File: src/rtl/delta_integ.sv
// delta_integ: rebuilds an absolute sample stream from first differences.
// A frame starts with an absolute seed sample and continues with signed deltas
// that are summed into a running total. Output appears exactly one cycle after
// each accepted input. Signed overflow raises a sticky per-frame flag.
// Optional build macro DELTA_INTEG_SAT_EN: clamp overflowing sums instead of
// letting them wrap modulo 2^BIT.
module delta_integ #(
    parameter int unsigned BIT       = 32,
    parameter int unsigned FRAME_LEN = 16
) (
    input  logic           clk,
    input  logic           rst_n,
    input  logic           data_in_valid,
    input  logic           frame_start,
    input  logic [BIT-1:0] D_in,
    output logic           data_out_valid,
    output logic [BIT-1:0] C_out,
    output logic           frame_done,
    output logic           ovf
);

    // Wide enough to hold FRAME_LEN itself, so the count cannot wrap in a frame.
    localparam int unsigned CW = $clog2(FRAME_LEN + 1);
    localparam logic [CW-1:0] LAST_CNT = CW'(FRAME_LEN);

    localparam logic S_IDLE = 1'b0;
    localparam logic S_RUN  = 1'b1;

    logic           state_q, state_d;
    logic [BIT-1:0] acc_q, acc_d;
    logic [CW-1:0]  count_q, count_d;
    logic [BIT-1:0] c_out_q, c_out_d;
    logic           dv_q, dv_d;
    logic           fd_q, fd_d;
    logic           ovf_q, ovf_d;

    logic [BIT-1:0] add_sum;
    logic           add_ovf;
    logic [BIT-1:0] add_res;
    logic [CW-1:0]  count_inc;

    // Signed add with overflow: equal-sign operands giving an opposite-sign sum.
    always_comb begin
        add_sum = acc_q + D_in;
        add_ovf = (acc_q[BIT-1] == D_in[BIT-1]) && (add_sum[BIT-1] != acc_q[BIT-1]);
    end

`ifdef DELTA_INTEG_SAT_EN
    localparam logic [BIT-1:0] SAT_MAX = {1'b0, {(BIT-1){1'b1}}};
    localparam logic [BIT-1:0] SAT_MIN = {1'b1, {(BIT-1){1'b0}}};

    // Clamp toward the sign shared by both operands when the sum overflows.
    always_comb begin
        add_res = add_sum;
        if (add_ovf) begin
            add_res = acc_q[BIT-1] ? SAT_MIN : SAT_MAX;
        end
    end
`else
    // Two's-complement wrap; overflow is only flagged.
    always_comb begin
        add_res = add_sum;
    end
`endif

    // Frame sequencing: seed, accumulate, close the frame at FRAME_LEN outputs.
    always_comb begin
        state_d   = state_q;
        acc_d     = acc_q;
        count_d   = count_q;
        c_out_d   = c_out_q;
        dv_d      = 1'b0;
        fd_d      = 1'b0;
        ovf_d     = ovf_q;
        count_inc = count_q + CW'(1);

        if (data_in_valid) begin
            if (frame_start) begin
                // A seed is accepted in any state and abandons a running frame.
                acc_d   = D_in;
                c_out_d = D_in;
                dv_d    = 1'b1;
                count_d = CW'(1);
                ovf_d   = 1'b0;
                if (LAST_CNT == CW'(1)) begin
                    fd_d    = 1'b1;
                    state_d = S_IDLE;
                end else begin
                    state_d = S_RUN;
                end
            end else if (state_q == S_RUN) begin
                acc_d   = add_res;
                c_out_d = add_res;
                dv_d    = 1'b1;
                count_d = count_inc;
                ovf_d   = ovf_q | add_ovf;
                if (count_inc == LAST_CNT) begin
                    fd_d    = 1'b1;
                    state_d = S_IDLE;
                end
            end
            // Deltas arriving in IDLE are dropped.
        end
    end

    // State and output registers, cleared asynchronously.
    always_ff @(posedge clk or negedge rst_n) begin
        if (!rst_n) begin
            state_q <= S_IDLE;
            acc_q   <= '0;
            count_q <= '0;
            c_out_q <= '0;
            dv_q    <= 1'b0;
            fd_q    <= 1'b0;
            ovf_q   <= 1'b0;
        end else begin
            state_q <= state_d;
            acc_q   <= acc_d;
            count_q <= count_d;
            c_out_q <= c_out_d;
            dv_q    <= dv_d;
            fd_q    <= fd_d;
            ovf_q   <= ovf_d;
        end
    end

    assign data_out_valid = dv_q;
    assign C_out          = c_out_q;
    assign frame_done     = fd_q;
    assign ovf            = ovf_q;

endmodule

File: config.mk
export PLATFORM = sky130hd
export DESIGN_NAME = delta_integ
export DESIGN_NICKNAME = d
export VERILOG_FILES = /design/src/rtl/delta_integ.sv
export SDC_FILE = /design/constraint.sdc
export NUM_CORES = 1
export LEC_CHECK = 0
export ABC_AREA = 1
export ABC_CLOCK_PERIOD_IN_PS = 2200
export CORE_MARGIN = 2
export CORE_UTILIZATION = 55
export DETAILED_ROUTE_END_ITERATION = 8
export GPL_TIMING_DRIVEN = 1
export PLACE_DENSITY = 0.86
export RECOVER_POWER = 25
export SETUP_SLACK_MARGIN = 0.5
export SLEW_MARGIN = 20
export SYNTH_ARGS = -nofsm -noshare
export SYNTH_HDL_FRONTEND = slang
export SYNTH_SLANG_ARGS = --single-unit
export TNS_END_PERCENT = 10
File: constraint.sdc
create_clock -name clk -period 2.2 [get_ports clk]
set_clock_uncertainty 0.15 [all_clocks]
set_input_delay 0.44 -clock clk [delete_from_list [all_inputs] [get_ports clk]]
set_output_delay 0.44 -clock clk [all_outputs]
set_load 0.01 [all_outputs]
## Word-level counts from Yosys, hierarchy flattened

Cells that the tools add are included.

| word-level totals | value |
|---|---|
| register bits | 41 |
| bits of input ports | 36 |
| output and inout port bits | 35 |
| word-level logic and storage cells | 31 |

| operators by class | value |
|---|---|
| add/subtract/negate cells | 2 |
| equal/unequal tests | 3 |
| mux-type cells | 16 |
| bitwise operators | 1 |
| reduce and logical (&&, ||, !) cells | 3 |

Operators with widths:

| cell | number |
|---|---|
| two-way mux 32 bit | 2 |
| adder 32 bit | 1 |
| two-way mux 1 bit | 12 |
| two-way mux 5 bit | 2 |
| adder 5 x 1 -> 5 bit (second input constant) | 1 |
| == test 5 bit (second input constant) | 1 |
| AND reduction 2 bit | 1 |
| nonzero test 2 bit | 1 |
| == test 1 bit | 1 |
| logical AND 1 bit | 1 |
| inequality test 1 bit | 1 |
| OR 1 bit | 1 |

## Logic depth before layout (Yosys ltp)

| logic depth | value |
|---|---|
| depth in word-level cells | 6 |
| mapped depth | 14 |

## Worst setup path after synthesis

No wires, ideal clock.

| timing | value |
|---|---|
| path kind | input port to flip-flop |
| start point | in D_in[0] |
| end point | reg c_out_q[24] (netlist: C_out[24]) |
| library setup time | 0.116 ns |
| arrival time | 1.778 ns |
| data required time | 1.934 ns |
| setup slack | 0.156 ns |
| stages | 13 |
| buffers on the path | 0 |
| cells stage by stage | ha_1 > inv_1 > fa_1 > inv_1 > nand3_1 > nand3_1 > nand2_1 > nand2_1 > nand3_1 > nand4_1 > nand3_1 > nand2_1 > nand2_1 |

| between the ends | value |
|---|---|
| cells in the longest elaborated chain, start to end | 3 |

RTL lines:

| what | line | source |
|---|---|---|
| start: declaration | 15 | `input logic [BIT-1:0] D_in,` |
| adder 32 bit | 44 | `add_sum = acc_q + D_in;` |
| two-way mux 32 bit | 91 | `end else if (state_q == S_RUN) begin` |
| two-way mux 32 bit | 78 | `if (frame_start) begin` |
| end signal: assignment | 120 | `c_out_q <= c_out_d;` |
| end: declaration | 32 | `logic [BIT-1:0] c_out_q, c_out_d;` |

No other way between the ends. The select of a mux whose other input is x is not followed.
A chain may end at the register's enable or synchronous reset.

==> summary.md <==
| Metric | Value |
|---|---|
| Outcome | finished, violations left |
| Failing checks | setup timing |
| Dpl ws | -0.4623 ns |
| Share of layout cells above drive strength 1 | 29.60% |
| Switching Share | between 40% and 50% |
| Startpoint Class | flip-flop |
| VDD IR max | approximately 0.44 mV |
| Yosys synthesis warning count | 0 |
| Reg2Reg Depth | 11 |
| Most common cell in the netlist | nand2_1 |
| Antenna violations before repair | 0 |
| FFs w/ async S/R, synth | 100.0% |
| Ant diodes | 0 |
| Unrepaired setup endpoints after global routing | true |
| Global-route wire length before repair | about 24 mm |
| FF/Latch Area | just over 0.001 mm2 |
| Fin util | 85.02% |
| Largest family of logic cells by synthesized area | simple AND/OR/NAND/NOR gates |
| LEAKAGE | 3.381 nW |
| Final Slew Violations | 0 |
| Later-pin clock latency in the skew report | 0.32 ns |
| Sw Pwr | 2.536 mW |
| Least-Margin Pin Slew | about 1.1 ns |
| Die W | a little over 90 um |
| Mux contribution to synthesized area | 0% |
| Hold Slack | 0.2580 ns |
| Filler cells | roughly 450 |
| Commonest cells in the netlist | nand2_1 (283), inv_1 (97), nor2_1 (52), nand3_1 (44) |
| GR Util All Layers | about 35% |
| F_max | 435.9 MHz |
| Post-synth EDFFs | 0 |
| Vias per Instance | 5.571 |
| Adder-Cell Fraction of Synth Area | 10.19% |
| WP data required | 2.26 ns |
| Total Power | 5.550 mW |
| Clock share of power | between 10% and 20% |
| H-tree Lvls | 2 |
| Synthesized Nets | 771 |
| Gate power share | 65.5% |
| Sequential power share | around a fifth |
| Post-Synthesis Cells | 701 |
| Max cap viols | 0 |
| Sequential-to-total area share from yosys stat | 24.15% |
| Area delta synth->final | 52.25% |
| DRT Pass-1 Iters | 5 |
| Row count | 32 |
| Multi-input logic area | between 0.003 and 0.004 mm2 |
| GRT overflow | 0 |
| TritonCTS clock tree | done |
| Post-DP HPWL | 10.53 mm |
| CTS root buffer | clkbuf_8 |
| Max Buffers Root-to-Sink | 2 |
| CP max FO | 5 |
| Post-synthesis compound-gate area fraction | 10.99% |
| Tightest Hold Check Type | in -> async |
| Hold-fix buffers, CTS | 0 |
| Seq cells post-synth | 41 |
| CTS clk-pin slew, worst paths | 0.11 ns |
| Slew margin rel. | 23.93% |
| Post-route setup slack | -0.09420 ns |
| Post-Syn Area | roughly 0.0042 mm2 |
| WP data arrival | 2.35 ns |
| CORE AREA | 0.007607 mm2 |
| DR vias | roughly 5300 |
| Power Dens Cells | 858.2 mW/mm2 |
| Mean Syn Cell Area | 6.060 um2 |
| CTS Buf Count | 5 |
| Setup TNS | -0.09420 ns |
| Initial drt markers | 377 |
| Crit end category | flip-flop |
| Vias in the first global route | roughly 5300 |
| Antenna Nets Post-Route | 0 |
| Simple-gate share of the synthesized area | 41.56% |
| CTS Sinks | 41 |
| Most area-consuming cells after synthesis | nand2_1 (25%), dfrtp_1 (24%), ha_1 (9.7%), inv_1 (8.6%), nand3_1 (5.2%) |
| Die H | 91.88 um |
| Full die area | approximately 0.0084 mm2 |
| Main synth FF type | dfrtp_1 |
| # DRC | 0 |
| Final WL | 17.12 mm |
| Internal | 3.014 mW |
| Synth area leader | nand2_1 |
| Setup CP Type | reg -> reg |
| Synth top area share | 25.01% |
| Final #Nets | 917 |
| # port buffers | 70 |
| Post-Synth XOR/XNOR Area | 2.474% |
| Initial core utilization | between 50% and 60% |
| Io pins | between 70 and 80 |
| Distinct cells, synth | 38 |
| Post-DR wirelength/cell | 18.02 um |
| Final hold vios | 0 |
| Final period util | 104.3% |
| Tmin final | 2.294 ns |
| Placer Congestion | 0.9445 |
| Largest net degree at the start of global routing | 42 |
| Setup Viol. Count Final | 1 |
[power by group through the flow]
stage	Sequential [mW]	Combinational [mW]	Clock, mW
after floorplan	1.09	1.58	0
after global placement	1.04	2.75	0
after detailed placement	1.05	2.81	0
after CTS	1.08	3.16	0.802
after global routing	1.12	3.89	0.829
final	1.11	3.63	0.804
[flip-flops by register name, indices dropped and copies added, names as in the netlist]
name,count
frame_done,1
count_q,5
ovf,1
data_out_valid,1
state_q,1
C_out,32
[logic make-up after synthesis]
family,count (synthesis)
simple gates,419
flops,41
buf+inv,116
xor+xnor,12
compound gates,79
fa+ha+maj,34
[worst paths after layout]
path                            startpoint  slack, ns   endpoint
max in group asynchronous            rst_n       0.84  C_out[23]
worst max-delay path              C_out[5]      -0.09  C_out[12]
worst min-delay path                 rst_n       0.26   C_out[8]
worst min register to register         ovf       0.38        ovf
min in group clk                       ovf       0.38        ovf
worst max register to register    C_out[5]      -0.09  C_out[12]
[routing by layer]
layer / part of all wire (%) / global-route usage, % / wire [um]
met5: 0 / 0 / 0
met4: 6.0 / 18.41 / 1023
met3: 7.3 / 5.588 / 1251
met2: 49 / 63.30 / 8472
met1: 37 / 40.70 / 6374
[per-stage QoR]
| step | cells | cell area [um2] |
|---|---|---|
| finish | 950 | 6467 |
| global route | 950 | 6467 |
| CTS | 941 | 6202 |
| detailed placement | 929 | 5574 |
| global placement | 929 | 5574 |
| floorplan | 701 | 4299 |
[worst max-delay path: stages (launching register included)]
cell      delay (ns)
dfrtp_1         0.45
ha_4            0.27
nand2_1         0.16
nand2_1         0.12
nand2_1         0.09
nand2_1         0.09
nand2_2         0.09
nand3_4         0.12
xnor2_2         0.26
nand2_1         0.16
o211ai_1        0.11
nand2_1         0.10
[cells in the final DEF (no fill, tap or decap), types with 3 or more instances in the layout]
master and instances:
nand2_4 11, nand4_1 3, dfrtp_2 3, nand3_1 32
nand2_2 42, clkdlybuf4s50_1 38, nor2_2 20, o21bai_1 4
clkdlybuf4s15_1 3, a21o_1 3, dfrtp_1 38, clkbuf_8 5
a21oi_2 13, o21a_1 3, nor2_1 35, nor2_4 5
nand3_4 4, a21oi_1 32, inv_1 92, xor2_1 9
o21ai_0 9, o21ai_1 7, buf_4 78, dlygate4sd2_1 26
inv_2 12, ha_1 4, nand2_1 247, ha_4 29
nand3_2 12
[final cells by class]
type	instances	area share (%)
Inverter	104	6.036
Timing Repair Buffer	151	19.81
Sequential cell	41	15.92
Tap cell	102	1.973
Multi-Input combinational cell	544	54.13
Clock buffer	5	1.064
Clock inverter	3	1.064
[timing repair]
action / CTS / global route
pin swaps: 29 / 31
buffers inserted: 4 / 9
gates resized for setup: 110 / 53
endpoints found under the setup margin: 67 / 71
cloned: 0 / 0
Power figures use the tool's default switching activity.
